--- src/rtl/version_pkg.sv ---
// Build-identification constants and the frame layout shared by the version
// reporter and anything else that needs to decode its byte stream.
package version_pkg;

  localparam logic [7:0]  C_VER_MAJOR  = 8'd2;
  localparam logic [7:0]  C_VER_MINOR  = 8'd7;
  localparam logic [7:0]  C_VER_PATCH  = 8'd13;
  localparam logic [7:0]  C_VER_BUILD  = 8'd142;
  localparam logic [15:0] C_VER_YEAR   = 16'd2024;
  localparam logic [7:0]  C_VER_MONTH  = 8'd6;
  localparam logic [7:0]  C_VER_DAY    = 8'd19;
  localparam logic [7:0]  C_VER_HOUR   = 8'd14;
  localparam logic [7:0]  C_VER_MINUTE = 8'd37;
  localparam logic [7:0]  C_VER_SECOND = 8'd52;

  localparam int unsigned C_VREPORT_LEN = 13;
  localparam logic [7:0]  C_CMD_BYTE    = 8'h56;
  localparam logic [7:0]  C_SYNC_BYTE   = 8'hA5;
  localparam int unsigned C_GAP_CYCLES  = 4;

  typedef enum logic [1:0] {VR_IDLE, VR_SEND, VR_CSUM, VR_GAP} vreport_state_t;

  // Payload byte for frame positions 1..11; year goes out big-endian.
  function automatic logic [7:0] vreport_byte(input logic [3:0] idx);
    logic [7:0] b;
    case (idx)
      4'd1:    b = C_VER_MAJOR;
      4'd2:    b = C_VER_MINOR;
      4'd3:    b = C_VER_PATCH;
      4'd4:    b = C_VER_BUILD;
      4'd5:    b = C_VER_YEAR[15:8];
      4'd6:    b = C_VER_YEAR[7:0];
      4'd7:    b = C_VER_MONTH;
      4'd8:    b = C_VER_DAY;
      4'd9:    b = C_VER_HOUR;
      4'd10:   b = C_VER_MINUTE;
      4'd11:   b = C_VER_SECOND;
      default: b = 8'h00;
    endcase
    return b;
  endfunction

endpackage

--- src/rtl/version_report_tx.sv ---
// Emits one SYNC/payload/XOR-checksum frame of build identification per
// request, arriving either as a start pulse or as a command byte from the host.
module version_report_tx
  import version_pkg::*;
#(
  parameter logic [7:0]  CMD_BYTE   = C_CMD_BYTE,
  parameter logic [7:0]  SYNC_BYTE  = C_SYNC_BYTE,
  parameter int unsigned GAP_CYCLES = C_GAP_CYCLES
) (
  input  logic       clk,
  input  logic       rst,
  input  logic       start,
  input  logic [7:0] rx_data,
  input  logic       rx_valid,
  output logic [7:0] tx_data,
  output logic       tx_valid,
  input  logic       tx_ready,
  output logic       busy,
  output logic       frame_done
);

  localparam logic [7:0] C_GAP_LOAD = 8'(GAP_CYCLES);

  vreport_state_t r_state, w_stateNext;
  logic [3:0] r_index, w_indexNext;
  logic [7:0] r_gap, w_gapNext;
  logic [7:0] r_csum, w_csumNext;
  logic       r_pending, w_pendingNext;
  logic       r_frameDone, w_frameDoneNext;
  logic       w_trigger;
  logic       w_accept;

  assign w_trigger = start | (rx_valid && (rx_data == CMD_BYTE));

  // Outputs decode from registered state only, so tx_ready never reaches tx_valid.
  always_comb begin
    tx_valid   = (r_state == VR_SEND) || (r_state == VR_CSUM);
    busy       = (r_state != VR_IDLE);
    frame_done = r_frameDone;
    w_accept   = tx_valid && tx_ready;
    case (r_state)
      VR_SEND: tx_data = (r_index == 4'd0) ? SYNC_BYTE : vreport_byte(r_index);
      VR_CSUM: tx_data = r_csum;
      default: tx_data = 8'h00;
    endcase
  end

  always_comb begin
    w_stateNext     = r_state;
    w_indexNext     = r_index;
    w_gapNext       = r_gap;
    w_csumNext      = r_csum;
    w_pendingNext   = r_pending | (w_trigger && (r_state != VR_IDLE));
    w_frameDoneNext = 1'b0;
    case (r_state)
      VR_IDLE: begin
        if (w_trigger || r_pending) begin
          w_stateNext   = VR_SEND;
          w_indexNext   = 4'd0;
          w_csumNext    = 8'h00;
          w_pendingNext = 1'b0;
        end
      end
      VR_SEND: begin
        if (w_accept) begin
          if (r_index != 4'd0) w_csumNext = r_csum ^ vreport_byte(r_index);
          if (r_index == 4'd11) w_stateNext = VR_CSUM;
          else                  w_indexNext = r_index + 4'd1;
        end
      end
      VR_CSUM: begin
        if (w_accept) begin
          w_frameDoneNext = 1'b1;
          if (GAP_CYCLES == 0) begin
            w_stateNext = VR_IDLE;
          end else begin
            w_stateNext = VR_GAP;
            w_gapNext   = C_GAP_LOAD;
          end
        end
      end
      VR_GAP: begin
        // A trigger landing on the last gap cycle stays pending and IDLE picks it up.
        if (r_gap <= 8'd1) begin
          w_gapNext = 8'd0;
          if (r_pending) begin
            w_stateNext   = VR_SEND;
            w_indexNext   = 4'd0;
            w_csumNext    = 8'h00;
            w_pendingNext = 1'b0;
          end else begin
            w_stateNext = VR_IDLE;
          end
        end else begin
          w_gapNext = r_gap - 8'd1;
        end
      end
      default: w_stateNext = VR_IDLE;
    endcase
  end

  always_ff @(posedge clk) begin
    if (rst) begin
      r_state     <= VR_IDLE;
      r_index     <= 4'd0;
      r_gap       <= 8'd0;
      r_csum      <= 8'h00;
      r_pending   <= 1'b0;
      r_frameDone <= 1'b0;
    end else begin
      r_state     <= w_stateNext;
      r_index     <= w_indexNext;
      r_gap       <= w_gapNext;
      r_csum      <= w_csumNext;
      r_pending   <= w_pendingNext;
      r_frameDone <= w_frameDoneNext;
    end
  end

endmodule

--- config.mk ---
export PLATFORM = sky130hd
export DESIGN_NAME = version_report_tx
export DESIGN_NICKNAME = d
export VERILOG_FILES = /design/src/rtl/version_pkg.sv /design/src/rtl/version_report_tx.sv
export SDC_FILE = /design/constraint.sdc
export NUM_CORES = 1
export LEC_CHECK = 0
export ABC_AREA = 1
export BUFFER_PORTS_ARGS = -buffer_cell sky130_fd_sc_hd__buf_2
export CAP_MARGIN = 30
export CORE_MARGIN = 1
export CORE_UTILIZATION = 45
export CTS_CLUSTER_SIZE = 10
export DETAILED_ROUTE_END_ITERATION = 8
export HOLD_SLACK_MARGIN = 0.06
export SETUP_SLACK_MARGIN = 0.3
export SYNTH_ARGS = -nofsm -noshare
export SYNTH_HDL_FRONTEND = slang
export SYNTH_SLANG_ARGS = --single-unit
--- constraint.sdc ---
create_clock -name clk -period 2.6 [get_ports clk]
set_input_delay 0.39 -clock clk [delete_from_list [all_inputs] [get_ports clk]]
set_output_delay 0.39 -clock clk [all_outputs]
set_load 0.1 [all_outputs]
==> results by group, run 1 <==
STA
  • Final Critical Period: 2.189 ns
  • Final period utilization: 0.8419
  • Fmax achieved: 456.9 MHz
  • Unrepaired setup endpoints after global routing: true
  • Pin slew with the least headroom to its limit: 0.7082 ns
  • Finish-stage setup viols: 0
  • Final Worst Setup Slack: 0.4111 ns
  • Final Slew Violations: 0
  • Final worst clock skew: 0.004053 ns
  • Number of failing hold endpoints at the final stage: 0
  • Headroom to the max-slew limit: 0.5273
  • Summed negative setup slack over all endpoints: 0 ns

Clock tree
  • Clock latency at the later pin of the worst-skew pair: 0.29 ns
  • Clock sinks: 32
  • Number of H-tree levels: 2
  • Cell at the root of the clock tree: sky130_fd_sc_hd__clkbuf_8
  • CTS tree: built
  • Worst-case clock buffer depth: 2
  • Number of buffers created by CTS: 5
  • Clock slew at reported path FFs: 0.07 ns
  • Hold-fix buffers, CTS: 0

GRT
  • Overall routing resource usage: 0.2128
  • Number of global-route vias before repair: 1599
  • Global-route wire length before repair: 7.265 mm
  • Leftover overflow at the end of global routing: 0
  • Met3 track utilization from global routing: 0.06250
  • Antenna violations before repair: 0
  • Met2 Track Usage GR: 0.3321
  • Global Route met1 Usage: 0.2782
  • GRT busiest layer: met2
  • Maximum number of pins on one net before global-route repair: 17

Logic synthesis
  • Number of enable-type register cells in the synthesized netlist: 0
  • Register bit count reported by yosys: 32
  • Yosys warns: 0
  • Async S/R FF share, synth: 0
  • Count of cell types in the netlist: 39
  • Sequential-to-total area share from yosys stat: 0.3188
  • Number of instances in the synthesized netlist: 280
  • Number of nets produced by synthesis: 307
  • Mean instance size in the synthesized netlist: 7.177 µm²
  • Most used flip-flop cell after synthesis: sky130_fd_sc_hd__dfxtp_1
  • Post-synth design cell area: 2009 µm²

Placed design
  • Detailed-placement wirelength estimate: 3.367 mm
  • Input/output buffers: 23
  • Post-Place Cell Area: 2325 µm²
  • Routability congestion estimate: 0.8241
  • Worst setup slack before clock tree synthesis: 0.3590 ns
  • Post-Place Cells: 353

Finish
  • Final core utilization: 0.6220
  • Design Area, Final: 2577 µm²
  • Most frequent cells in the layout: sky130_fd_sc_hd__nand2_1 (64), sky130_fd_sc_hd__inv_1 (28), sky130_fd_sc_hd__dfxtp_1 (28), sky130_fd_sc_hd__nor2_1 (20), sky130_fd_sc_hd__nand3_1 (18)
  • Layout-stage area growth over the synthesis result: 28.27%
  • Most common cell after layout, fill and taps aside: sky130_fd_sc_hd__nand2_1
  • Number of nets in the layout: 343
  • Inserted Diodes: 0
  • Register area: 645.6 µm²
  • # fillers: 378
  • Area taken by multi-input logic gates: 1323 µm²
  • Ratio of cells with drive above 1 in the final layout: 0.3218
  • Final Non-Filler Cells: 367

Outcome
  • Run status: complete, no violations

Floorplanning
  • Initial standard-cell utilization of the core: 0.4849
  • Total I/O pin count: 24
  • Core region area: 4144 µm²
  • Site row count: 23
  • Die height: 68.83 µm
  • Horizontal die dimension: 68.83 µm
  • Floorplan die area: 4737 µm²

Drt
  • DRC violation count after routing: 0
  • Number of optimization iterations in the first detailed-route pass: 4
  • Vias per cell: 5.003
  • Antenna-violating nets left: 0
  • Per-cell routed wire length: 12.38 µm
  • Routed WL: 4.545 mm
  • Via count: 1836
  • Number of violations reported at the end of detailed-routing iteration 0: 53

Worst setup path
  • Crit-path max FO: 6
  • Launching element type of the critical path: register
  • Critical path data arrival time: 1.80 ns
  • Required time at the worst-slack endpoint: 2.21 ns
  • CP endpoint kind: output pin
  • Class of the most critical setup path: reg -> out

Worst hold path
  • Class of the tightest hold or removal check: in -> reg

Power
  • P_leak: 1.140 nW
  • Cell area power density: 1294 nW/µm²
  • Worst IR drop on VDD: 0.0006360 V

Flow run
  • Number of max-cap violations: 0
metal layers:
metal | wire [µm] | vias to the layer above
met5 | 0 | -
met4 | 63 | 0
met3 | 170 | 6
met2 | 2024 | 30
met1 | 2288 | 831
li1 | - | 969
critical path, cell delays in order, from the launching register on:
cell and delay, ns:
sky130_fd_sc_hd__dfxtp_2 0.34, sky130_fd_sc_hd__inv_1 0.12, sky130_fd_sc_hd__ha_1 0.17, sky130_fd_sc_hd__nand2_1 0.06, sky130_fd_sc_hd__nor2_2 0.22, sky130_fd_sc_hd__o21ai_0 0.19
sky130_fd_sc_hd__a21oi_4 0.16, sky130_fd_sc_hd__buf_6 0.24
path summary, 6_finish.rpt:
kind	from	end	slack (ns)	depth (start not counted)
worst max-delay path	r_index[0]	tx_data[7]	0.41	7
worst min-delay path	rst	r_state[0]	0.40	2
worst max register to register	r_gap[0]	register	0.41	18
worst min register to register	r_csum[4]	r_csum[4]	0.47	2
synthesized netlist by cell type, drive strengths merged (2+ instances only):
cell,number,area (µm²)
a21oi,24,123.9
inv,42,157.7
nor2,27,135.1
nand3,25,165.2
dfxtp,32,640.6
xor2,2,17.52
buf,3,17.52
a31oi,2,12.51
nand3b,3,22.52
nand2,73,310.3
o21bai,2,18.77
nand4,2,12.51
nor3,4,30.03
o21ai,17,103.9
ha,14,175.2
per-stage QoR:
stage               hold WS (ns)  power [mW]
floorplan                 0.4427       2.426
global placement          0.4603       2.743
detailed placement        0.4660       2.743
CTS                       0.3960       3.250
global route              0.4204       3.579
finish                    0.4011       3.335
logic make-up (layout without fill, tap and decap cells):
group           count (synthesis)  count (layout)  share of synthesized area
simple gates                  136             136                     0.3425
compound gates                 49              49                     0.1463
buf+inv                        47              84                    0.09652
flops                          32              32                     0.3188
fa+ha+maj                      14              14                    0.08717
xor+xnor                        2               2                   0.008719
power by group:
part / internal, mW / total [mW] / switching, mW
clock: 0.284 / 0.472 / 0.187
sequential: 0.621 / 0.740 / 0.119
combinational: 0.651 / 2.12 / 1.47
repair_timing:
| item | in CTS | in global routing |
|---|---|---|
| pin swaps | 0 | 1 |
| setup buffers | 0 | 6 |
| resized for setup | 14 | 20 |
| setup endpoints to repair | 8 | 12 |
layout make-up:
cell class                 instances  area share
inverter                          43     0.06553
tap                               50     0.02427
sequential                        32      0.2505
clock inverter                     2     0.01359
clock buffer                       6     0.02816
multi-input combinational        201      0.5131
timing repair buffer              33      0.1049
Note: power is estimated with default switching activity, not from simulation.
==> inputs of run 2 (changes only) <==
clock period = 2.3 ns   (was 2.6 ns; I/O delays follow)
==> run 2 against run 1 <==
  * Largest power group unchanged
  * Setup slack got worse by 0.16 ns
  * Via count rose by 7.7%
  * Highest routed layer unchanged
  * Largest cell class unchanged
  * Clock skew grew 0.0021 ns
  * Critical endpoint unchanged
  * Clock power increased by 13%
  * Non-clock buffer count increased by 22
  * Combinational power is 45% higher
  * Critical path type unchanged
==> results by group, run 2 (synthesized netlist as in run 1, its figures left out) <==
Finish
  • Ratio of cells with drive above 1 in the final layout: 0.4425
  • Design Area, Final: 2967 µm²
  • Inserted Diodes: 0
  • # fillers: 357
  • Layout-stage area growth over the synthesis result: 47.63%
  • Number of nets in the layout: 365
  • Most frequent cells in the layout: sky130_fd_sc_hd__nand2_1 (56), sky130_fd_sc_hd__buf_4 (29), sky130_fd_sc_hd__dfxtp_1 (26), sky130_fd_sc_hd__inv_1 (24), sky130_fd_sc_hd__nor2_1 (19)
  • Most common cell after layout, fill and taps aside: sky130_fd_sc_hd__nand2_1

Clock tree
  • Cell at the root of the clock tree: sky130_fd_sc_hd__clkbuf_8
  • Clock slew at reported path FFs: 0.07 ns
  • Hold-fix buffers, CTS: 0
  • Clock latency at the later pin of the worst-skew pair: 0.29 ns
  • Number of buffers created by CTS: 5
  • Worst-case clock buffer depth: 2
  • Clock sinks: 32
  • CTS tree: built
  • Number of H-tree levels: 2

Power
  • Cell internal pwr: 2.211 mW
  • Sequential share of power: 0.194
  • Part of the power in the clock network: 0.119
  • Cell area power density: 1511 nW/µm²
  • P_leak: 1.271 nW
  • Part of the power in combinational logic: 0.686
  • Worst IR drop on VDD: 0.0008024 V
  • Net switching power of the design: 2.270 mW
  • Switching share of total power: 0.5066

GRT
  • Number of global-route vias before repair: 1824
  • Maximum number of pins on one net before global-route repair: 17
  • Global-route wire length before repair: 8.204 mm
  • Leftover overflow at the end of global routing: 0
  • Overall routing resource usage: 0.2385
  • Antenna violations before repair: 0

Drt
  • Vias per cell: 5.082
  • Routed WL: 5.059 mm
  • Via count: 1977
  • Number of violations reported at the end of detailed-routing iteration 0: 85
  • Number of optimization iterations in the first detailed-route pass: 4
  • Antenna-violating nets left: 0
  • DRC violation count after routing: 0
  • Per-cell routed wire length: 13.01 µm

STA
  • Final hold slack: 0.3556 ns
  • Final worst clock skew: 0.006123 ns
  • Fmax achieved: 488.5 MHz
  • Finish-stage setup viols: 0
  • Number of failing hold endpoints at the final stage: 0
  • Unrepaired setup endpoints after global routing: true
  • Pin slew with the least headroom to its limit: 0.5470 ns
  • Headroom to the max-slew limit: 0.6329
  • Final period utilization: 0.8900
  • Final Slew Violations: 0
  • Final Critical Period: 2.047 ns
  • Final Worst Setup Slack: 0.2529 ns

Worst setup path
  • Class of the most critical setup path: reg -> out
  • CP endpoint kind: output pin
  • Crit-path max cell delay: 0.40 ns
  • Crit path max-delay cell type: sky130_fd_sc_hd__dfxtp_4
  • Crit-path max FO: 8
  • Sequence of cells on the critical path: inv_4, ha_4, buf_6, clkinvlp_4, buf_12, a21oi_4, buf_12
  • Critical path data arrival time: 1.70 ns
  • Most numerous cell on the critical path: sky130_fd_sc_hd__buf_12
  • Launching element type of the critical path: register
  • Required time at the worst-slack endpoint: 1.96 ns

Floorplanning
  • Die height: 68.83 µm
  • Core region area: 4144 µm²
  • Floorplan die area: 4737 µm²
  • Horizontal die dimension: 68.83 µm
  • Initial standard-cell utilization of the core: 0.4849
  • Total I/O pin count: 24
  • Site row count: 23

Flow run
  • Number of max-cap violations: 0

Placed design
  • Input/output buffers: 23
  • Detailed-placement wirelength estimate: 3.387 mm
  • Routability congestion estimate: 0.7889
  • Worst setup slack before clock tree synthesis: 0.06510 ns
  • Post-Place Cell Area: 2445 µm²

Worst hold path
  • Class of the tightest hold or removal check: in -> reg

Outcome
  • Run status: complete, no violations
-- run 2: worst max-delay path: cells and delay by family, from the launching register on --
kind | cells | cell delay [ns]
compound gates | 1 | 0.14
flops | 1 | 0.40
buf+inv | 5 | 0.60
fa+ha+maj | 1 | 0.27
-- run 2: area by class of cell --
class                   count  area, µm²  share of cell area
repair buffers             55      498.0              0.1679
clock buffers               5      68.82             0.02320
inverters                  43      190.2             0.06411
multi-input cells         201       1446              0.4876
clock inverters             3      42.54             0.01434
well taps                  50      62.56             0.02109
flip-flops and latches     32      658.1              0.2218
-- run 2: layer usage --
metal  vias to the layer above  share of wire  GRT usage
li1                       1015              -          -
met1                       907           0.46     0.3055
met2                        48           0.47     0.3922
met3                         7          0.059    0.05099
met4                         0          0.012    0.08673
met5                         -              0          0
-- run 2: power by group through the flow --
stage | combinational (mW) | clock [mW] | sequential [mW]
5_1_grt | 3.31 | 0.572 | 0.894
3_5_place_dp | 2.36 | 0 | 0.837
6_report | 3.07 | 0.535 | 0.872
4_1_cts | 2.88 | 0.545 | 0.865
2_1_floorplan | 1.93 | 0 | 0.808
3_3_place_gp | 2.35 | 0 | 0.835
-- run 2: repair_timing --
item,4_1_cts,5_1_grt
setup buffers,20,8
resized for setup,46,13
pin swaps,14,11
setup endpoints to repair,17,26
-- run 2: path summary, 6_finish.rpt --
| path | start | endpoint | slack (ns) | depth (start not counted) |
|---|---|---|---|---|
| setup / recovery | r_state[0] | tx_data[7] | 0.25 | 7 |
| hold reg to reg | r_gap[4] | r_gap[4] | 0.48 | 2 |
| setup reg to reg | r_gap[0] | register | 0.27 | 15 |
| hold / removal | rst | r_state[0] | 0.36 | 2 |
-- run 2: metrics by stage --
step,utilization,std cells,power (mW),setup TNS (ns)
2_1_floorplan,-,280,2.742,-0.3932
3_3_place_gp,0.5900,353,3.189,0
3_5_place_dp,0.5900,353,3.200,0
4_1_cts,0.6902,381,4.289,0
5_1_grt,0.7159,389,4.775,0
6_report,0.7159,389,4.482,0
